**src/rtl/cim_pkg.sv**
```systemverilog
// rtl/cim_pkg.sv - shared CIM constants, per-channel table sizes and sequencer state type
package cim_pkg;

    localparam int NUM_CHANNELS      = 6;
    localparam int MAX_FEATURE_WIDTH = 5;
    localparam int NUM_CHANNEL_WIDTH = 3;
    localparam int HV_DIMENSION      = 32;

    localparam int STOP_NUM_FEATURES    = 8;
    localparam int S_NUM_FEATURES       = 16;
    localparam int F_NUM_FEATURES       = 16;
    localparam int AMP_NUM_FEATURES     = 12;
    localparam int FORMANT_NUM_FEATURES = 20;

    // ch4 and ch5 index the same FORMANT table
    localparam int CIM_NUM_FEATURES [NUM_CHANNELS] = '{
        STOP_NUM_FEATURES, S_NUM_FEATURES, F_NUM_FEATURES,
        AMP_NUM_FEATURES, FORMANT_NUM_FEATURES, FORMANT_NUM_FEATURES
    };

    typedef enum logic [1:0] {IDLE, FETCH, STREAM} cim_seq_state_t;

    function automatic int cim_num_features(input logic [NUM_CHANNEL_WIDTH-1:0] ch);
        if (int'(ch) < NUM_CHANNELS)
            return CIM_NUM_FEATURES[ch];
        return 1;
    endfunction

endpackage

```
**src/rtl/cim_feature_clamp.sv**
```systemverilog
// rtl/cim_feature_clamp.sv - saturates a feature level to its channel's table size
module cim_feature_clamp
    import cim_pkg::*;
(
    input  logic [NUM_CHANNEL_WIDTH-1:0] ch,
    input  logic [MAX_FEATURE_WIDTH-1:0] level,
    output logic [MAX_FEATURE_WIDTH-1:0] level_clamped,
    output logic                         over
);
    localparam int LW = MAX_FEATURE_WIDTH + 1;

    logic [LW-1:0] limit;

    always_comb begin
        limit         = LW'(cim_num_features(ch));
        over          = ({1'b0, level} >= limit);
        level_clamped = over ? MAX_FEATURE_WIDTH'(limit - 1'b1) : level;
    end

endmodule

```
**src/rtl/cim_sequencer.sv**
```systemverilog
// rtl/cim_sequencer.sv - walks all channels of one feature vector through the item memory and streams the HVs
module cim_sequencer
    import cim_pkg::*;
(
    input  logic                                      clk,
    input  logic                                      rst,
    input  logic                                      feat_valid,
    output logic                                      feat_ready,
    input  logic [NUM_CHANNELS*MAX_FEATURE_WIDTH-1:0] feat_data,
    output logic [MAX_FEATURE_WIDTH-1:0]              curr_feature,
    output logic [NUM_CHANNEL_WIDTH-1:0]              cim_fidx,
    input  logic [HV_DIMENSION-1:0]                   cim,
    output logic                                      hv_valid,
    input  logic                                      hv_ready,
    output logic [HV_DIMENSION-1:0]                   hv_data,
    output logic [NUM_CHANNEL_WIDTH-1:0]              hv_ch,
    output logic                                      hv_last,
    output logic                                      busy,
    output logic                                      clamp_err
);
    cim_seq_state_t                            state;
    logic [NUM_CHANNEL_WIDTH-1:0]              cur_ch;
    logic [NUM_CHANNELS*MAX_FEATURE_WIDTH-1:0] feat_reg;
    logic [NUM_CHANNEL_WIDTH-1:0]              addr_ch;
    logic [MAX_FEATURE_WIDTH-1:0]              raw_level;
    logic                                      over;
    logic                                      over_q;
    logic                                      accept;

    assign accept = (state == STREAM) && hv_valid && hv_ready;

    // Look one channel ahead on accept so the ROM register holds HV(cur_ch) in every STREAM cycle
    assign addr_ch   = (accept && !hv_last) ? cur_ch + 1'b1 : cur_ch;
    assign raw_level = feat_reg[int'(addr_ch)*MAX_FEATURE_WIDTH +: MAX_FEATURE_WIDTH];
    assign cim_fidx  = addr_ch;

    cim_feature_clamp u_clamp (
        .ch            (addr_ch),
        .level         (raw_level),
        .level_clamped (curr_feature),
        .over          (over)
    );

    assign hv_data = cim;
    assign hv_ch   = cur_ch;

    always_ff @(posedge clk) begin
        if (rst) begin
            state      <= IDLE;
            cur_ch     <= '0;
            feat_reg   <= '0;
            feat_ready <= 1'b0;
            hv_valid   <= 1'b0;
            hv_last    <= 1'b0;
            busy       <= 1'b0;
            clamp_err  <= 1'b0;
            over_q     <= 1'b0;
        end else begin
            // over_q tracks the clamp status of the HV currently held by the ROM register
            over_q <= over;
            case (state)
                IDLE: begin
                    feat_ready <= 1'b1;
                    if (feat_valid && feat_ready) begin
                        feat_reg   <= feat_data;
                        cur_ch     <= '0;
                        feat_ready <= 1'b0;
                        busy       <= 1'b1;
                        state      <= FETCH;
                    end
                end
                FETCH: begin
                    hv_valid <= 1'b1;
                    hv_last  <= (NUM_CHANNELS == 1);
                    state    <= STREAM;
                end
                STREAM: begin
                    if (accept) begin
                        if (over_q)
                            clamp_err <= 1'b1;
                        if (hv_last) begin
                            hv_valid   <= 1'b0;
                            hv_last    <= 1'b0;
                            busy       <= 1'b0;
                            feat_ready <= 1'b1;
                            cur_ch     <= '0;
                            state      <= IDLE;
                        end else begin
                            cur_ch  <= cur_ch + 1'b1;
                            hv_last <= (cur_ch == NUM_CHANNEL_WIDTH'(NUM_CHANNELS - 2));
                        end
                    end
                end
                default: state <= IDLE;
            endcase
        end
    end

endmodule

```
**config.mk**
```make
export PLATFORM = sky130hd
export DESIGN_NAME = cim_sequencer
export DESIGN_NICKNAME = d
export VERILOG_FILES = /design/src/rtl/cim_pkg.sv /design/src/rtl/cim_feature_clamp.sv /design/src/rtl/cim_sequencer.sv
export SDC_FILE = /design/constraint.sdc
export NUM_CORES = 1
export LEC_CHECK = 0
export ABC_AREA = 1
export CAP_MARGIN = 20
export CORE_UTILIZATION = 44
export DETAILED_ROUTE_END_ITERATION = 6
export PLACE_DENSITY_LB_ADDON = 0.25
export SYNTH_ARGS = -nofsm -noshare
export SYNTH_HDL_FRONTEND = slang
export SYNTH_SLANG_ARGS = --single-unit
```
**constraint.sdc**
```tcl
create_clock -name clk -period 7.75 [get_ports clk]
set_input_delay 1.55 -clock clk [delete_from_list [all_inputs] [get_ports clk]]
set_output_delay 1.55 -clock clk [all_outputs]
set_load 0.01 [all_outputs]
```
# After elaboration in Yosys (flattened, before gate mapping)
# Memories as Yosys holds them, arrays and structs flattened.
# Cells that the tools add are included.
# Widths: inputs -> output; s select.
[totals]
memories = 1
register_bits = 41
romBits = 256
elab_cells = 67
input_bits = 66
output_inout_bits = 48
[classes]
magnitude_cmp = 3
eq_ne = 6
n_reduce_logical = 16
multipliers = 1
muxes = 27
addsub = 2
shift = 1
n_bitwise = 1
[mem_list]
columns = ["memory", "depth", "word_bits", "read_ports", "rd_ports_with_merged_regs", "wr", "line", "rtl"]
rows = [
  ["(name not given)", 8, 32, 1, 0, 0, "cim_pkg.sv:25", "return CIM_NUM_FEATURES[ch];"],
]
[op_table]
columns = ["op", "n"]
rows = [
  ["$shiftx 30x7->5", 1],
  ["$mux 6", 4],
  ["$reduce_and 3->1", 5],
  ["$mux 3", 4],
  ["$mux 1", 9],
  ["$pmux 1 s2", 4],
  ["$ge 5x6->1", 1],
  ["$mul 3x3->6 const B", 1],
  ["$mux 2", 3],
  ["$ne 2x2->1 const B", 3],
  ["$pmux 2 s3", 1],
  ["$pmux 3 s2", 1],
  ["$mux 5", 1],
  ["$sub 5x1->5 const B", 1],
  ["$ge 4x4->1 const B", 1],
  ["$logic_and 1x1->1", 4],
  ["$not 3->4", 1],
  ["$reduce_and 2->1", 2],
  ["$reduce_and 4->1", 1],
  ["$reduce_bool 2->1", 2],
  ["$add 3x1->3 const B", 1],
  ["$eq 3x3->1 const B", 1],
  ["$lt 3x3->1 const B", 1],
  ["$eq 2x1->1 const B", 1],
  ["3 further kinds", 3],
]

# Longest topological paths before layout
[depth]
word_depth = 13
mapped_depth = 18
ltp_nobuf = 18

# Hierarchy
# A second synthesis with hierarchy kept.
[hier_totals]
cells_unflattened = 341
hier_area_um2 = 2409.8
[modules_own_cells]
columns = ["module", "cells_each", "area_per_inst_um2", "n_inst", "seq_area_each_um2"]
rows = [
  ["cim_sequencer", 298, 2138.3, 1, 820.8],
  ["cim_feature_clamp", 43, 271.5, 1, 0.0],
]

# Worst setup path before layout
# No wires, ideal clock.
[synth_path]
kind = "input -> output"
startpoint = "input hv_ready"
endpoint = "output curr_feature[2]"
arrival_ns = 3.576
path_buffers = 1
path_slack_ns = 2.624
stages = 18
cell_sequence = "nand2_1 -> inv_1 -> nand3_4 -> nand2_1 -> nand2_4 -> inv_2 -> buf_6 -> nand3_1 -> nand2_1 -> nand2_1 -> and2_1 -> ha_1 -> a21o_1 -> a21oi_1 -> nand2_4 -> inv_4 -> or2_1 -> nand2_1"
[synth_between]
elab_chain_cells = 11
elab_cells_between_ends = 16
[synth_lines]
columns = ["item", "line", "rtl"]
rows = [
  ["start, declared", "cim_sequencer.sv:14", "input logic hv_ready,"],
  ["$logic_and 1x1->1 (*)", "cim_sequencer.sv:30", "assign accept = (state == STREAM) && hv_valid && hv_ready;"],
  ["$logic_and 1x1->1 (*)", "cim_sequencer.sv:33", "assign addr_ch = (accept && !hv_last) ? cur_ch + 1'b1 : cur_ch;"],
  ["$mux 3 (*)", "cim_sequencer.sv:33", ""],
  ["net cim_fidx[1]", "cim_sequencer.sv:11", "output logic [NUM_CHANNEL_WIDTH-1:0] cim_fidx,"],
  ["branches (longest 7 deep; another with $mul 3x3->6)", "n/a", ""],
  ["$mux 5 (*)", "cim_feature_clamp.sv:17", "level_clamped = over ? MAX_FEATURE_WIDTH'(limit - 1'b1) : level;"],
  ["end, declared", "cim_sequencer.sv:10", "output logic [MAX_FEATURE_WIDTH-1:0] curr_feature,"],
]
# Mark *: on every way through the listed nets, which the timed path passes. The select of a mux whose other input is x is not followed.

# Worst setup path after layout
[layout_path]
startpoint = "input hv_ready"
endpoint = "output curr_feature[2]"
[layout_between]
elab_chain_cells = 11
elab_cells_between_ends = 16
[layout_lines]
columns = ["item", "line"]
rows = [
  ["$logic_and 1x1->1 (*)", "cim_sequencer.sv:30"],
  ["$logic_and 1x1->1 (*)", "cim_sequencer.sv:33"],
  ["$mux 3 (*)", "cim_sequencer.sv:33"],
  ["branches (longest 7 deep; another with $mul 3x3->6)", "n/a"],
  ["$mux 5 (*)", "cim_feature_clamp.sv:17"],
]
# Every way passes the cells marked *. The select of a mux whose other input is x is not followed.

==> results.yml <==
synthesis:
  yosysSeqAreaShare: 0.347
  ys_ff_latch: 41
  synth_largest_area_cell: "dfxtp_1"
  yosys.area_share.simple: 0.300
  synth_fa_ha_area_frac: 0.0317
  synthArstFlopShare: 0
  synthCells: 339
  syn_area_um2: 2370
  synthMuxAreaShare: 0
  synthTopCellsByCount: "70 x nand2_1, 43 x nor2_1, 41 x dfxtp_1"
  synth_edf_count: 0
  synthDistinctLibCells: 32
  ys.warnings.count: 0
  synth_ff_type: "dfxtp_1"
  synth_top_family_by_area: "simple AND/OR/NAND/NOR gates"
  syn_area_per_cell_um2: 6.99
  synth_compound_area_frac: 0.141
  synthesis.nets: 411
  synth-xor-area-share: 0.00370
  synth_top_area_share: 0.347
  synth.most_common_cell: "nand2_1"
  synth_area_leaders: "dfxtp_1 35%, nand2_1 11%, buf_4 10%"
timing:
  finClkSkew_ns: 0.00501
  finalCritPeriodShare: 0.821
  timing.final.ws_setup_ns: 1.39
  rsz0062_at_grt: "false"
  maxSlewViolCount: 0
  whs_ns: 0.458
  fmax_ghz: 0.157
  finalHoldViolCount: 0
  final.setup.tns_ns: 0
  tightest_slew_ns: 0.672
  min_period_ns: 6.36
  finalSetupViolCount: 0
  max_slew_margin: 0.552
drt:
  wl_met3_um: 305
  via_per_inst: 4.86
  drc_errors: 0
  wl_per_cell_um: 11.8
  vias: 2056
  wl_met1_mm: 2.38
  dr.pass1.iters: 4
  met2_length_mm: 2.24
  drt-total-wl_mm: 5.00
  ant_nets: 0
  top_layer: "met4"
  drt_iter0_markers: 108
global_routing:
  grt_usage: 0.190
  grt_first_pass_wirelength_mm: 8.03
  grt_antenna_before_repair: 0
  grt-ovfl-total: 0
  grt_max_degree: 45
  grt_pass1_vias: 1812
cells_and_area:
  largest_reg_flops: 30
  drive_above_1_share: 0.0850
  diodes: 0
  area_growth_pct: 17.3
  final_area_um2: 2780
  final_nets: 424
place:
  io_buffer_count: 49
  postPlaceCellArea_um2: 2650
  preCtsSetupSlack_ns: 1.40
  gp_congestion: 0.880
  hpwl_mm: 3.71
clock_network:
  ctsResizeCount: 0
  cts-buffers-inserted: 5
  htreeDepth: 2
  cts_tree: "built"
  cts_setup_buffers: 0
  clock-root-buffer: "clkbuf_8"
  numClockSinks: 41
  postCtsHoldBufs: 0
  cts_buffer_depth: 2
  clkLatencyLatePin_ns: 0.30
  clk_pin_slew_worst_paths_ns: 0.08
power:
  leakage_nw: 1.16
  peakVddDrop_mv: 0.106
  total_power_mw: 0.535
  powerDensity_nw_per_um2: 192
die:
  coreArea_um2: 5140
  ioPinCount: 114
  initial_core_util: 0.461
  die_w_um: 75.4
  die_y_um: 75.4
  rows: 26
  dieArea_um2: 5680
worst_setup_path:
  worst_setup_path_end_kind: "primary output"
  r2r_setup_slack_ns: 4.96
  crit_type: "in2out"
  cp_max_fo: 13
  worstPathArrival_ns: 4.81
  start_kind: "input pin"
  required_ns: 6.20
run:
  maxCapViolCount: 0
status:
  outcome: "complete, no violations"
hold_path:
  hp-class: "reg2reg"
-- stage by stage --
stage               std cells  utilization
floorplan                 339            -
global placement          415        0.515
detailed placement        415        0.515
CTS                       423        0.541
global route              423        0.541
finish                    423        0.541
-- cells by family after synthesis --
kind of cell	Yosys count
and+or+nand+nor	155
adders and majority gates	6
AOI/OAI and AO/OA	63
DFF	41
xor gates and xnor gates	1
buffers and inverters	73
-- power breakdown --
| group | switching, mW | internal [mW] |
|---|---|---|
| registers | 0.00780 | 0.227 |
| clock network | 0.0751 | 0.128 |
| logic | 0.0490 | 0.0476 |
-- worst max-delay path, stage by stage --
cell and delay, ns:
clkdlybuf4s50_1 0.45, nand2_1 0.11, inv_1 0.13, nand3_1 0.24, nand2_2 0.31, nand2_1 0.09, nand2_1 0.07, nand2_1 0.04
nand2_1 0.06, nand2_1 0.06, and2_1 0.14, ha_1 0.30, a21o_1 0.16, a21oi_1 0.22, nand2_4 0.10, inv_4 0.09
nand3_1 0.08, nand2_1 0.07, clkdlybuf4s50_1 0.53
-- final timing paths --
kind / from / to / cells past startpoint
min reg2reg: clamp_err / clamp_err / 2
max reg2reg: hv_ch[0] / over_q / 15
max: hv_ready / curr_feature[2] / 19
min: clamp_err / clamp_err / 2
-- layout by cell type, fill, tap and decap left out, types with 2 or more instances in the layout --
cell	count
ha_1	6
nand2_2	6
clkdlybuf4s50_1	49
a21oi_1	21
o21ai_0	36
inv_1	24
and2_1	2
nand2_4	4
nor2_4	2
dfxtp_1	41
nor2_1	43
nand3_2	2
clkbuf_8	5
nand3_1	21
nand2_1	70
bufinv_16	2
inv_2	3
-- per-layer routing --
| layer | vias to the layer above | track usage |
|---|---|---|
| met5 | - | 0 |
| met4 | 0 | 0.0905 |
| met3 | 7 | 0.0529 |
| met2 | 61 | 0.303 |
| met1 | 907 | 0.239 |
| li1 | 1081 | - |
-- area by class of cell --
cell class,instances,area (um2)
Clock buffer,5,68.8
Clock inverter,3,65.1
Fill cell,558,2360
Inverter,29,111
Multi-Input combinational cell,225,1130
Sequential cell,41,821
Tap cell,70,87.6
Timing Repair Buffer,50,498
No activity file was read; power rests on OpenSTA's default activity.
